===== src/rtl/pipe_skid_reg.sv =====
// Two-slot pipeline register with skid buffer: registered outputs, in-order delivery,
// exception flush (req) and synchronous reset; in_ready never depends on out_ready.
module pipe_skid_reg #(
    parameter int          DATA_W   = 128,
    parameter logic [31:0] RESET_PC = 32'h0000_3000,
    parameter logic [31:0] EXC_PC   = 32'h0000_4180
) (
    input  logic              clk,
    input  logic              reset,
    input  logic              req,
    input  logic              stall,
    input  logic              in_valid,
    output logic              in_ready,
    input  logic [31:0]       in_pc,
    input  logic [31:0]       in_instr,
    input  logic [DATA_W-1:0] in_data,
    output logic              out_valid,
    input  logic              out_ready,
    output logic [31:0]       out_pc,
    output logic [31:0]       out_instr,
    output logic [DATA_W-1:0] out_data,
    output logic [1:0]        occupancy
);

    // Power-up values match the reset values so the block is sane before the first reset.
    logic              main_valid_r = 1'b0;
    logic [31:0]       main_pc_r    = RESET_PC;
    logic [31:0]       main_instr_r = 32'h0000_0000;
    logic [DATA_W-1:0] main_data_r  = {DATA_W{1'b0}};
    logic              skid_valid_r = 1'b0;
    logic [31:0]       skid_pc_r    = 32'h0000_0000;
    logic [31:0]       skid_instr_r = 32'h0000_0000;
    logic [DATA_W-1:0] skid_data_r  = {DATA_W{1'b0}};

    logic              accept_s;
    logic              main_load_s;
    logic              skid_load_s;
    logic              main_valid_nxt_s;
    logic [31:0]       main_pc_nxt_s;
    logic [31:0]       main_instr_nxt_s;
    logic [DATA_W-1:0] main_data_nxt_s;

    assign in_ready  = !skid_valid_r && !stall;
    assign out_valid = main_valid_r;
    assign out_pc    = main_pc_r;
    assign out_instr = main_instr_r;
    assign out_data  = main_data_r;
    assign occupancy = {1'b0, main_valid_r} + {1'b0, skid_valid_r};

    // Handshake decode and selection of the next main-slot contents.
    always_comb begin
        accept_s         = in_valid && in_ready;
        main_load_s      = !main_valid_r || out_ready;
        skid_load_s      = accept_s && main_valid_r && !out_ready;
        main_valid_nxt_s = 1'b0;
        main_pc_nxt_s    = RESET_PC;
        main_instr_nxt_s = 32'h0000_0000;
        main_data_nxt_s  = {DATA_W{1'b0}};
        if (skid_valid_r) begin
            main_valid_nxt_s = 1'b1;
            main_pc_nxt_s    = skid_pc_r;
            main_instr_nxt_s = skid_instr_r;
            main_data_nxt_s  = skid_data_r;
        end else if (accept_s) begin
            main_valid_nxt_s = 1'b1;
            main_pc_nxt_s    = in_pc;
            main_instr_nxt_s = in_instr;
            main_data_nxt_s  = in_data;
        end else begin
            main_valid_nxt_s = 1'b0;
            main_pc_nxt_s    = RESET_PC;
        end
    end

    // Slot registers: reset beats flush, flush beats normal traffic.
    always_ff @(posedge clk) begin
        if (reset) begin
            main_valid_r <= 1'b0;
            main_pc_r    <= RESET_PC;
            main_instr_r <= 32'h0000_0000;
            main_data_r  <= {DATA_W{1'b0}};
            skid_valid_r <= 1'b0;
        end else if (req) begin
            main_valid_r <= 1'b0;
            main_pc_r    <= EXC_PC;
            main_instr_r <= 32'h0000_0000;
            main_data_r  <= {DATA_W{1'b0}};
            skid_valid_r <= 1'b0;
        end else begin
            if (main_load_s) begin
                main_valid_r <= main_valid_nxt_s;
                main_pc_r    <= main_pc_nxt_s;
                main_instr_r <= main_instr_nxt_s;
                main_data_r  <= main_data_nxt_s;
            end
            // Skid only fills while it is empty, so fill and drain never coincide.
            if (skid_load_s) begin
                skid_valid_r <= 1'b1;
                skid_pc_r    <= in_pc;
                skid_instr_r <= in_instr;
                skid_data_r  <= in_data;
            end else if (main_load_s && skid_valid_r) begin
                skid_valid_r <= 1'b0;
            end
        end
    end

endmodule


===== config.mk =====
export PLATFORM = sky130hd
export DESIGN_NAME = pipe_skid_reg
export DESIGN_NICKNAME = d
export VERILOG_FILES = /design/src/rtl/pipe_skid_reg.sv
export SDC_FILE = /design/constraint.sdc
export NUM_CORES = 1
export LEC_CHECK = 0
export ABC_AREA = 1
export BUFFER_PORTS_ARGS = -buffer_cell sky130_fd_sc_hd__buf_4
export CAP_MARGIN = 25
export CORE_ASPECT_RATIO = 0.5
export CORE_UTILIZATION = 47
export DETAILED_ROUTE_END_ITERATION = 6
export HOLD_SLACK_MARGIN = 0.12
export PLACE_DENSITY = 0.72
export RECOVER_POWER = 25
export SETUP_SLACK_MARGIN = 0.1
export SLEW_MARGIN = 10
export SYNTH_ARGS = -nofsm -noshare
export SYNTH_HDL_FRONTEND = slang
export SYNTH_SLANG_ARGS = --single-unit

===== constraint.sdc =====
create_clock -name clk -period 27.6 [get_ports clk]
set_input_delay 0 -clock clk [delete_from_list [all_inputs] [get_ports clk]]
set_output_delay 0 -clock clk [all_outputs]
set_load 0.05 [all_outputs]

==> impl_metrics.tcl, run 1 <==
set metrics [dict create \
    status "complete, no violations" \
    initial_core_util_pct 48.3 \
    insertion_delay_ns 0.52 \
    routed_via_density 5.14 \
    rows 46 \
    relSlewSlack_pct 33.7 \
    fin_skew_ns 0.0138 \
    io_pins 394 \
    p_switching_w 0.000293 \
    dpl_worst_slack_ns 23.77 \
    path_clk_slew_ns 0.07 \
    h-tree-depth 2 \
    instances_no_fill 2675 \
    required_ns 28.00 \
    coreArea_mm2 0.0320 \
    drt_pass1_iterations 7 \
    portBuffers 393 \
    cts.sinks 386 \
    cpPeakStageDelay_ns 0.90 \
    final.setup.tns_ns 0 \
    finalPower_w 0.00124 \
    ctsRootBufferMaster "clkbuf_16" \
    drive_gt1_share_pct 18.2 \
    swShare_pct 23.7 \
    hold_path_class "input pin to flip-flop" \
    final_antenna_net_count 0 \
    wl_per_cell_um 17.4 \
    powerDensity_mw_per_mm2 57.5 \
    rsz0062_at_grt "no" \
    start_kind "input pin" \
    grt_max_degree 191 \
    end_kind "flip-flop" \
    critPathTopFamily "buffers and inverters" \
    drv_slew 0 \
    clk_path_buf_depth 3 \
    combPwrFrac_pct 10.1 \
    path_buf_inv 5 \
    pwr-share-clk_pct 40.5 \
    finalHoldViolCount 0 \
    power.share.sequential_pct 49.4 \
    period_share_pct 11.8 \
    vias 13759 \
    synth_area_mm2 0.0155 \
    grt_pass1_wl_mm 71.3 \
    syn_inst 1694 \
    ys_seq_area_share_pct 62.4 \
    cap_violations 0 \
    die_area_mm2 0.0337 \
    fp.dieH_um 130 \
    drt_wl_total_mm 46.7 \
    worstPathArrival_ns 3.65 \
    crit_fanout 78 \
    leakage_nw 9.42 \
    crit_chain "dlygate4sd3_1, buf_6, buf_4, buf_4, nand3_1, nand3_1, nand2_1, dlygate4sd3_1" \
    cts_tree "done" \
    timing.hold.ws_ns 0.223 \
    internal_power_w 0.000944 \
    worst_pin_slew_ns 0.993 \
    fmax_ghz 0.308 \
    ys_warn_count 0 \
    grt_antenna_before_repair 0 \
    ir_drop_mv 0.0344 \
    setup_slack_ns 24.35 \
    drc_errors 0 \
    dp.cells 2408 \
    layout.nets 2416 \
    grtUsageTotal_pct 26.6 \
    cpMaxStageDelayCell "buf_4" \
    drtIter0Drc 1137 \
    gr-total-overflow 0 \
    grt_pass1_vias 13237 \
    syn-num-nets 1893 \
    synth-seq-cells 386 \
    final.min_clock_period_ns 3.25 \
    place_hpwl_mm 25.8 \
    syn_to_final_growth_pct 39.1 \
    postSynthAreaPerCell_um2 9.13 \
    synth.distinct_cells 20 \
    path_class "input pin to flip-flop" \
    finalSetupViolations 0 \
    place_congestion 0.804 \
    die_w_um 259 \
    cts-buffers-inserted 37 \
]
-- state kept, by name, summed over array words and instances, names as in the netlist --
| name | flops |
|---|---|
| skid_valid_r | 1 |
| out_pc | 32 |
| out_instr | 32 |
| skid_instr_r | 32 |
| skid_pc_r | 32 |
| out_valid | 1 |
| out_data | 128 |
| skid_data_r | 128 |
-- final timing paths --
check                              startpoint               end  slack (ns)  depth (start not counted)
worst max-delay path                 in_valid        out_pc[13]       24.35                          8
worst min-delay path             in_data[100]  skid_data_r[100]        0.22                          2
worst max register to register      out_valid   skid_data_r[34]       24.48                          5
worst min register to register  out_data[112]     out_data[112]        0.53                          2
-- synth_stat cells (all sizes together) --
library cell  number  area, um2
buf              103        553
dfxtp            194       3880
o21ai            187        936
nand3            199        996
nand2            197        739
edfxtp           192       5770
inv              203        762
ha                 1       12.5
nor2             205        780
clkbuf            22       82.6
a21oi            188        941
a31oi              1       6.26
or2                2       12.5
-- metal layers --
metal / vias up / wire length (um) / GRT usage [%]
li1: 6638 / - / -
met1: 6437 / 18800 / 33.3
met2: 518 / 23200 / 44.9
met3: 166 / 2170 / 4.33
met4: 0 / 2500 / 13.8
met5: - / 0 / 0.556
-- power by group through the flow --
stage / sequential [W] / combinational, W / clock (W)
finish: 0.000611 / 0.000125 / 0.000501
global route: 0.000612 / 0.000132 / 0.000532
CTS: 0.000611 / 0.000128 / 0.000510
detailed placement: 0.000624 / 0.000103 / 0
global placement: 0.000624 / 0.000101 / 0
floorplan: 0.000647 / 0.0000325 / 0
-- metrics by stage --
| stage | area, um2 | utilization [%] |
|---|---|---|
| floorplan | 15500 | - |
| global placement | 18500 | 57.7 |
| detailed placement | 18600 | 58.0 |
| CTS | 21700 | 67.9 |
| global route | 21500 | 67.2 |
| finish | 21500 | 67.3 |
-- final cells by class --
type                       count  area, um2
antenna                        2       5.00
clock buffer                  53       1060
clock inverter                10        103
fill                        2558      10500
inverter                     203        762
multi-input combinational    980       4450
sequential                   386       9650
tap                          432        541
timing repair buffer         609       4950
-- logic make-up after synthesis --
family	count (synthesis)	synth area share [%]
AND/OR/NAND/NOR	603	16.3
flip-flops	386	62.4
AO/OA/AOI/OAI	376	12.2
buffers and inverters	328	9.03
adder cells (fa/ha/maj)	1	0.0809
-- what timing repair did --
| action | 4_1_cts | 5_1_grt |
|---|---|---|
| buffers inserted | 0 | 0 |
| hold endpoints to repair | 386 | 0 |
| gates resized for setup | 0 | 0 |
| hold buffers | 201 | 0 |
-- cell usage in the layout (no fill, tap or decap) --
cell | netlist | routed
dfxtp_1 | 194 | 193
buf_12 | 0 | 3
o21ai_1 | 32 | 32
ha_1 | 1 | 1
a21oi_1 | 188 | 188
edfxtp_1 | 192 | 192
dfxtp_4 | 0 | 1
buf_1 | 1 | 1
diode_2 | 0 | 2
clkinv_1 | 0 | 3
buf_16 | 0 | 3
inv_2 | 1 | 1
clkbuf_8 | 0 | 7
nand2_1 | 197 | 196
or2_2 | 2 | 2
clkbuf_1 | 22 | 68
buf_6 | 1 | 1
dlygate4sd3_1 | 0 | 201
buf_4 | 13 | 208
nand3_1 | 199 | 199
nor2_4 | 1 | 4
clkinv_2 | 0 | 4
clkbuf_4 | 0 | 133
clkbuf_16 | 0 | 37
nand2_4 | 0 | 1
bufinv_16 | 0 | 2
inv_1 | 202 | 202
nor2_1 | 203 | 201
inv_8 | 0 | 1
o21ai_0 | 155 | 155
a31oi_1 | 1 | 1
No activity file was read; power rests on OpenSTA's default activity.
==> inputs of run 2 (changes only) <==
--- a/config.mk
+++ b/config.mk
@@ -5,14 +5,14 @@
 export SDC_FILE = /design/constraint.sdc
 export NUM_CORES = 1
 export LEC_CHECK = 0
-export ABC_AREA = 1
+export ABC_AREA = 0
 export BUFFER_PORTS_ARGS = -buffer_cell sky130_fd_sc_hd__buf_4
 export CAP_MARGIN = 25
 export CORE_ASPECT_RATIO = 0.5
 export CORE_UTILIZATION = 47
 export DETAILED_ROUTE_END_ITERATION = 6
 export HOLD_SLACK_MARGIN = 0.12
-export PLACE_DENSITY = 0.72
+export PLACE_DENSITY = 0.73
 export RECOVER_POWER = 25
 export SETUP_SLACK_MARGIN = 0.1
 export SLEW_MARGIN = 10
==> constraint.sdc (replaced) <==
create_clock -name clk -period 3 [get_ports clk]
set_input_delay 0 -clock clk [delete_from_list [all_inputs] [get_ports clk]]
set_output_delay 0 -clock clk [all_outputs]
set_load 0.05 [all_outputs]
==> run 2 against run 1 <==
Compared with the run above: die area shrank 12%; synthesized area shrank 12%; sequential power grew to 9.2 times the previous value; sequential share of layout area grew 4.3 points; critical path type is now flip-flop to flip-flop; critical endpoint is now out_pc[14]; largest power group unchanged; highest routed layer unchanged.
==> impl_metrics.tcl, run 2 <==
set metrics [dict create \
    status "complete, no violations" \
    wl_per_cell_um 20.3 \
    place_hpwl_mm 23.2 \
    final.fill_count 1960 \
    portBuffers 393 \
    synth_top_cell_by_area "edfxtp_1" \
    rr_startpoint "skid_valid_r" \
    drc_errors 0 \
    final_common_cell "buf_4" \
    ctsRootBufferMaster "clkbuf_16" \
    regArea_mm2 0.00966 \
    routed_via_density 5.76 \
    grt_max_degree 194 \
    dpl_cell_area_mm2 0.0168 \
    path_clk_slew_ns 0.07 \
    hold_path_class "input pin to flip-flop" \
    multi_input_area_mm2 0.00351 \
    worstPathArrival_ns 3.17 \
    mostFrequentLayoutCells "buf_4, dlygate4sd3_1, dfxtp_1, edfxtp_1, nor3_1" \
    initial_core_util_pct 48.5 \
    drtIter0Drc 1019 \
    cpPeakStageDelay_ns 0.77 \
    swShare_pct 22.9 \
    yosysMostFrequentCell "dfxtp_1" \
    pwr-share-clk_pct 39.2 \
    layout.nets 1821 \
    synth_area_mm2 0.0137 \
    synth_top_area_share_pct 42.2 \
    postSynthAreaPerCell_um2 12.6 \
    path_class "flip-flop to flip-flop" \
    synth_enable_flop_cells 192 \
    critPathTopFamily "buffers and inverters" \
    vias 11702 \
    drive_gt1_share_pct 24.4 \
    clk_path_buf_depth 3 \
    final_antenna_net_count 0 \
    cts_tree "done" \
    cpMaxStageDelayCell "dfxtp_4" \
    crit_chain "buf_4, nand2_1, a311oi_1, dlygate4sd3_1" \
    synth-seq-cells 386 \
    die_w_um 243 \
    drv_slew 0 \
    dp.cells 1770 \
    dpl_worst_slack_ns 0.692 \
    grt_pass1_vias 11859 \
    syn_inst 1087 \
    ys_seq_area_share_pct 70.7 \
    crit_fanout 75 \
    worst_pin_slew_ns 0.971 \
    end_kind "flip-flop" \
    power.share.sequential_pct 51.1 \
    period_share_pct 90.4 \
    synth.distinct_cells 21 \
    r2r_end "out_pc[14]" \
    synthArstFlopShare_pct 0 \
    relSlewSlack_pct 35.3 \
    p_switching_w 0.00252 \
    start_kind "flip-flop" \
    combPwrFrac_pct 9.7 \
    path_buf_inv 2 \
    reg2reg_slack_ns 0.29 \
    grt_pass1_wl_mm 64.2 \
    instances_no_fill 2033 \
    synthTopCellsByArea "edfxtp_1, dfxtp_1, a221oi_1" \
    rsz0062_at_grt "no" \
    syn_to_final_growth_pct 44.0 \
    h-tree-depth 2 \
    synth_ff_type "dfxtp_1" \
    coreArea_mm2 0.0281 \
    setup_slack_ns 0.287 \
    insertion_delay_ns 0.51 \
    worstHoldStart "stall" \
    fmax_ghz 0.369 \
    fp.dieH_um 123 \
    grt_antenna_before_repair 2 \
    rr_worst_depth 4 \
    final.min_clock_period_ns 2.71 \
    io_pins 394 \
    die_area_mm2 0.0298 \
    design_area_mm2 0.0197 \
    cts-buffers-inserted 35 \
    grtUsageTotal_pct 27.0 \
    gr-total-overflow 0 \
    place_congestion 0.833 \
    required_ns 3.46 \
    drt_pass1_iterations 7 \
    syn-num-nets 1286 \
    ir_drop_mv 0.423 \
    leakage_nw 7.64 \
    post_cts_buffers 0 \
    finalPower_w 0.0110 \
    min_delay_worst_endpoint "skid_pc_r[8]" \
    cts.sinks 386 \
    drt_wl_total_mm 41.3 \
    synthTopCellsByCount "dfxtp_1, edfxtp_1, nor3_1, nor2_1, a221oi_1" \
    cap_violations 0 \
    powerDensity_mw_per_mm2 560 \
    ys_warn_count 0 \
    finalSetupViolations 0 \
    hold_depth 5 \
    internal_power_w 0.00850 \
    fin_skew_ns 0.0119 \
    finalHoldViolCount 0 \
    rows 43 \
]
==> run 2: cell types whose count changed after synthesis, moves of 12 or more <==
| cell | before | now |
|---|---|---|
| a21oi_1 | 188 | 1 |
| o21ai_0 | 155 | 0 |
| clkbuf_1 | 22 | 49 |
| nand3_1 | 199 | 0 |
| nand2_1 | 197 | 7 |
| o21ai_1 | 32 | 0 |
| a221oi_1 | 0 | 187 |
| nor3_1 | 0 | 192 |
| buf_2 | 88 | 32 |
| inv_1 | 202 | 2 |
| nor2_1 | 203 | 191 |
==> run 2: final cells by class <==
| cell class | count | area share (%) |
|---|---|---|
| sequential | 386 | 49.1 |
| clock buffer | 51 | 5.13 |
| timing repair buffer | 605 | 25.0 |
| inverter | 2 | 0.0382 |
| multi-input combinational | 592 | 17.8 |
| clock inverter | 12 | 0.426 |
| antenna | 3 | 0.0382 |
| tap | 382 | 2.43 |
==> run 2: worst min-delay path, stage by stage <==
cell and delay (ns):
buf_4 0.11, nor2_4 0.04, nand2_2 0.08, nor3_4 0.04, buf_4 0.21
==> run 2: how the worst max path moves through the flow <==
stage | start | end | slack (ns) | cells past startpoint
4_1_cts | skid_valid_r | out_pc[14] | 0.39 | 4
2_1_floorplan | skid_valid_r | skid_data_r[0] | -2.93 | 5
3_3_place_gp | skid_valid_r | out_data[82] | 0.76 | 4
3_5_place_dp | skid_valid_r | out_data[82] | 0.69 | 4
6_report | skid_valid_r | out_pc[14] | 0.29 | 4
5_1_grt | skid_valid_r | out_pc[14] | 0.13 | 4
==> run 2: kinds of logic after synthesis <==
logic type,after synthesis,share of synthesized area (%)
and+or+nand+nor,396,12.8
adders and majority gates,1,0.0916
buffers and inverters,109,3.92
AOI/OAI and AO/OA,195,12.5
DFF,386,70.7
==> run 2: power by group through the flow <==
| stage | combinational (W) | clock [W] | sequential (W) |
|---|---|---|---|
| final | 0.00107 | 0.00432 | 0.00563 |
| after global routing | 0.00113 | 0.00462 | 0.00563 |
| after CTS | 0.00110 | 0.00440 | 0.00562 |
| after detailed placement | 0.000878 | 0 | 0.00574 |
| after global placement | 0.000858 | 0 | 0.00574 |
| after floorplan | 0.000266 | 0 | 0.00595 |
==> run 2: metal layers <==
| metal | vias up | GRT usage, % | share of wire, % | wire (um) |
|---|---|---|---|---|
| li1 | 5264 | - | - | - |
| met4 | 0 | 13.7 | 4.9 | 2020 |
| met3 | 140 | 4.02 | 5.3 | 2180 |
| met5 | - | 0 | 0 | 0 |
| met1 | 5779 | 33.1 | 38 | 15600 |
| met2 | 519 | 47.0 | 52 | 21400 |
==> run 2: timing repair <==
| action | in CTS | in global routing |
|---|---|---|
| hold buffers | 196 | 0 |
| gates resized for setup | 0 | 0 |
| hold endpoints to repair | 395 | 0 |
==> run 2: stage by stage <==
| step | util [%] | setup TNS, ns | hold WS, ns |
|---|---|---|---|
| 2_1_floorplan | - | -563.50 | 0.0625 |
| 3_3_place_gp | 59.8 | 0 | 0.189 |
| 3_5_place_dp | 59.8 | 0 | 0.189 |
| 4_1_cts | 70.6 | 0 | 0.136 |
| 5_1_grt | 69.9 | 0 | 0.172 |
| 6_report | 69.9 | 0 | 0.167 |
==> inputs of run 3 (changes only) <==
--- a/config.mk
+++ b/config.mk
@@ -10,6 +10,7 @@
 export CAP_MARGIN = 25
 export CORE_ASPECT_RATIO = 0.5
 export CORE_UTILIZATION = 47
+export CTS_BUF_LIST = sky130_fd_sc_hd__clkbuf_4 sky130_fd_sc_hd__clkbuf_8
 export DETAILED_ROUTE_END_ITERATION = 6
 export HOLD_SLACK_MARGIN = 0.12
 export PLACE_DENSITY = 0.73
==> run 3 against run 2 <==
Compared with the run above: routed wire length rose by 9.4%; critical path depth stayed put; sequential power about the same; critical path type unchanged; global-route usage up 2.6 points; register-to-register slack improved by 0.20 ns; hold slack got worse by 0.0022 ns; sequential cell count unchanged; combinational power is 9% higher; cell count grew 6.2%; critical endpoint is now out_pc[7]; non-clock buffer count up 88; fmax rose by 8.0%; sequential share of layout area is 2.2 points lower.
==> impl_metrics.tcl, run 3 (synthesis gave the netlist of run 2 again) <==
set metrics [dict create \
    status "complete, no violations" \
    period_share_pct 83.7 \
    cpPeakStageDelay_ns 0.77 \
    design_area_mm2 0.0206 \
    place_congestion 0.833 \
    timing.hold.ws_ns 0.165 \
    cts-buffers-inserted 53 \
    h-tree-depth 2 \
    drt_pass1_iterations 7 \
    cpMaxStageDelayCell "dfxtp_4" \
    cts_tree "done" \
    io_pins 394 \
    leakage_nw 8.07 \
    gr-total-overflow 0 \
    rows 43 \
    start_kind "flip-flop" \
    worst_pin_slew_ns 1.12 \
    drv_slew 0 \
    finalSetupViolations 0 \
    finalPower_w 0.0112 \
    path_buf_inv 2 \
    final.min_clock_period_ns 2.51 \
    path_clk_slew_ns 0.08 \
    reg2reg_slack_ns 0.49 \
    coreArea_mm2 0.0281 \
    wl_per_cell_um 20.9 \
    grt_max_degree 194 \
    fp.dieH_um 123 \
    crit_fanout 75 \
    die_area_mm2 0.0298 \
    relSlewSlack_pct 25.1 \
    final.setup.tns_ns 0 \
    fmax_ghz 0.398 \
    finalHoldViolCount 0 \
    met1_usage_pct 35.5 \
    grt_util_met2_pct 51.2 \
    cap_violations 0 \
    layout.nets 1927 \
    required_ns 3.55 \
    syn_to_final_growth_pct 50.6 \
    dpl_cell_area_mm2 0.0168 \
    final.fill_count 1866 \
    mostFrequentLayoutCells "dlygate4sd3_1, buf_4, dfxtp_1, edfxtp_1, nor3_1" \
    grtUsageTotal_pct 29.6 \
    vias 12438 \
    use_met3_pct 5.18 \
    ir_drop_mv 0.373 \
    path_class "flip-flop to flip-flop" \
    grt_antenna_before_repair 2 \
    fin_util_pct 73.1 \
    routed_via_density 5.76 \
    final_antenna_net_count 0 \
    hold_path_class "input pin to flip-flop" \
    ctsRootBufferMaster "clkbuf_8" \
    die_w_um 243 \
    worstPathArrival_ns 3.06 \
    crit_chain "buf_6, nand2_1, a311oi_1, dlygate4sd3_1" \
    clk_path_buf_depth 3 \
    initial_core_util_pct 48.5 \
    portBuffers 393 \
    grt_pass1_wl_mm 69.9 \
    powerDensity_mw_per_mm2 545 \
    drc_errors 0 \
    critPathTopFamily "buffers and inverters" \
    final_common_cell "dlygate4sd3_1" \
    rsz0062_at_grt "no" \
    drt_wl_total_mm 45.1 \
    cts.sinks 386 \
    insertion_delay_ns 0.61 \
    end_kind "flip-flop" \
    drive_gt1_share_pct 24.9 \
    busiest_layer "met2" \
    place_hpwl_mm 23.2 \
    drtIter0Drc 1108 \
    grt_pass1_vias 12822 \
    fin_skew_ns 0.0324 \
]
==> run 3: per-stage QoR <==
stage | setup slack [ns] | instances
final | 0.489 | 2159
after global routing | 0.337 | 2157
after CTS | 0.385 | 2152
after detailed placement | 0.692 | 1770
after global placement | 0.761 | 1770
after floorplan | -2.93 | 1087
==> run 3: final timing paths <==
kind                     start              end  cells after the start
setup / recovery  skid_valid_r        out_pc[7]                      4
hold / removal     in_data[46]  skid_data_r[46]                      2
setup reg to reg  skid_valid_r        out_pc[7]                      4
hold reg to reg     out_pc[13]       out_pc[13]                      1
==> run 3: cell type report <==
cell class | instances | area, um2 | share of cell area [%]
flip-flops and latches | 386 | 9660 | 47.0
repair buffers | 693 | 5760 | 28.0
multi-input cells | 592 | 3510 | 17.1
clock buffers | 91 | 1080 | 5.24
well taps | 382 | 478 | 2.32
clock inverters | 9 | 71.3 | 0.347
diodes | 4 | 10.0 | 0.0487
inverters | 2 | 7.51 | 0.0365
==> run 3: routing by layer <==
layer  vias up  part of all wire (%)  routed length, um
met1      6113                    37              16800
met3       189                   5.6               2520
met5         -                     0                  0
li1       5499                     -                  -
met2       637                    52              23300
met4         0                   5.6               2530
==> run 3: timing repair <==
item / CTS / global route
setup endpoints to repair: 0 / 1
endpoints found under the hold margin: 399 / 2
hold buffers: 282 / 2
setup buffers: 0 / 0
gates resized for setup: 0 / 1
==> run 3: worst reg2reg max path: stages, from the launching register on <==
cell	delay [ns]
dfxtp_4	0.77
buf_6	0.63
nand2_1	0.17
a311oi_1	0.32
dlygate4sd3_1	0.59
==> run 3: where the power goes <==
| group | switching (W) | internal [W] |
|---|---|---|
| logic | 0.000618 | 0.000552 |
| registers | 0.0000399 | 0.00559 |
| clock network | 0.00206 | 0.00234 |
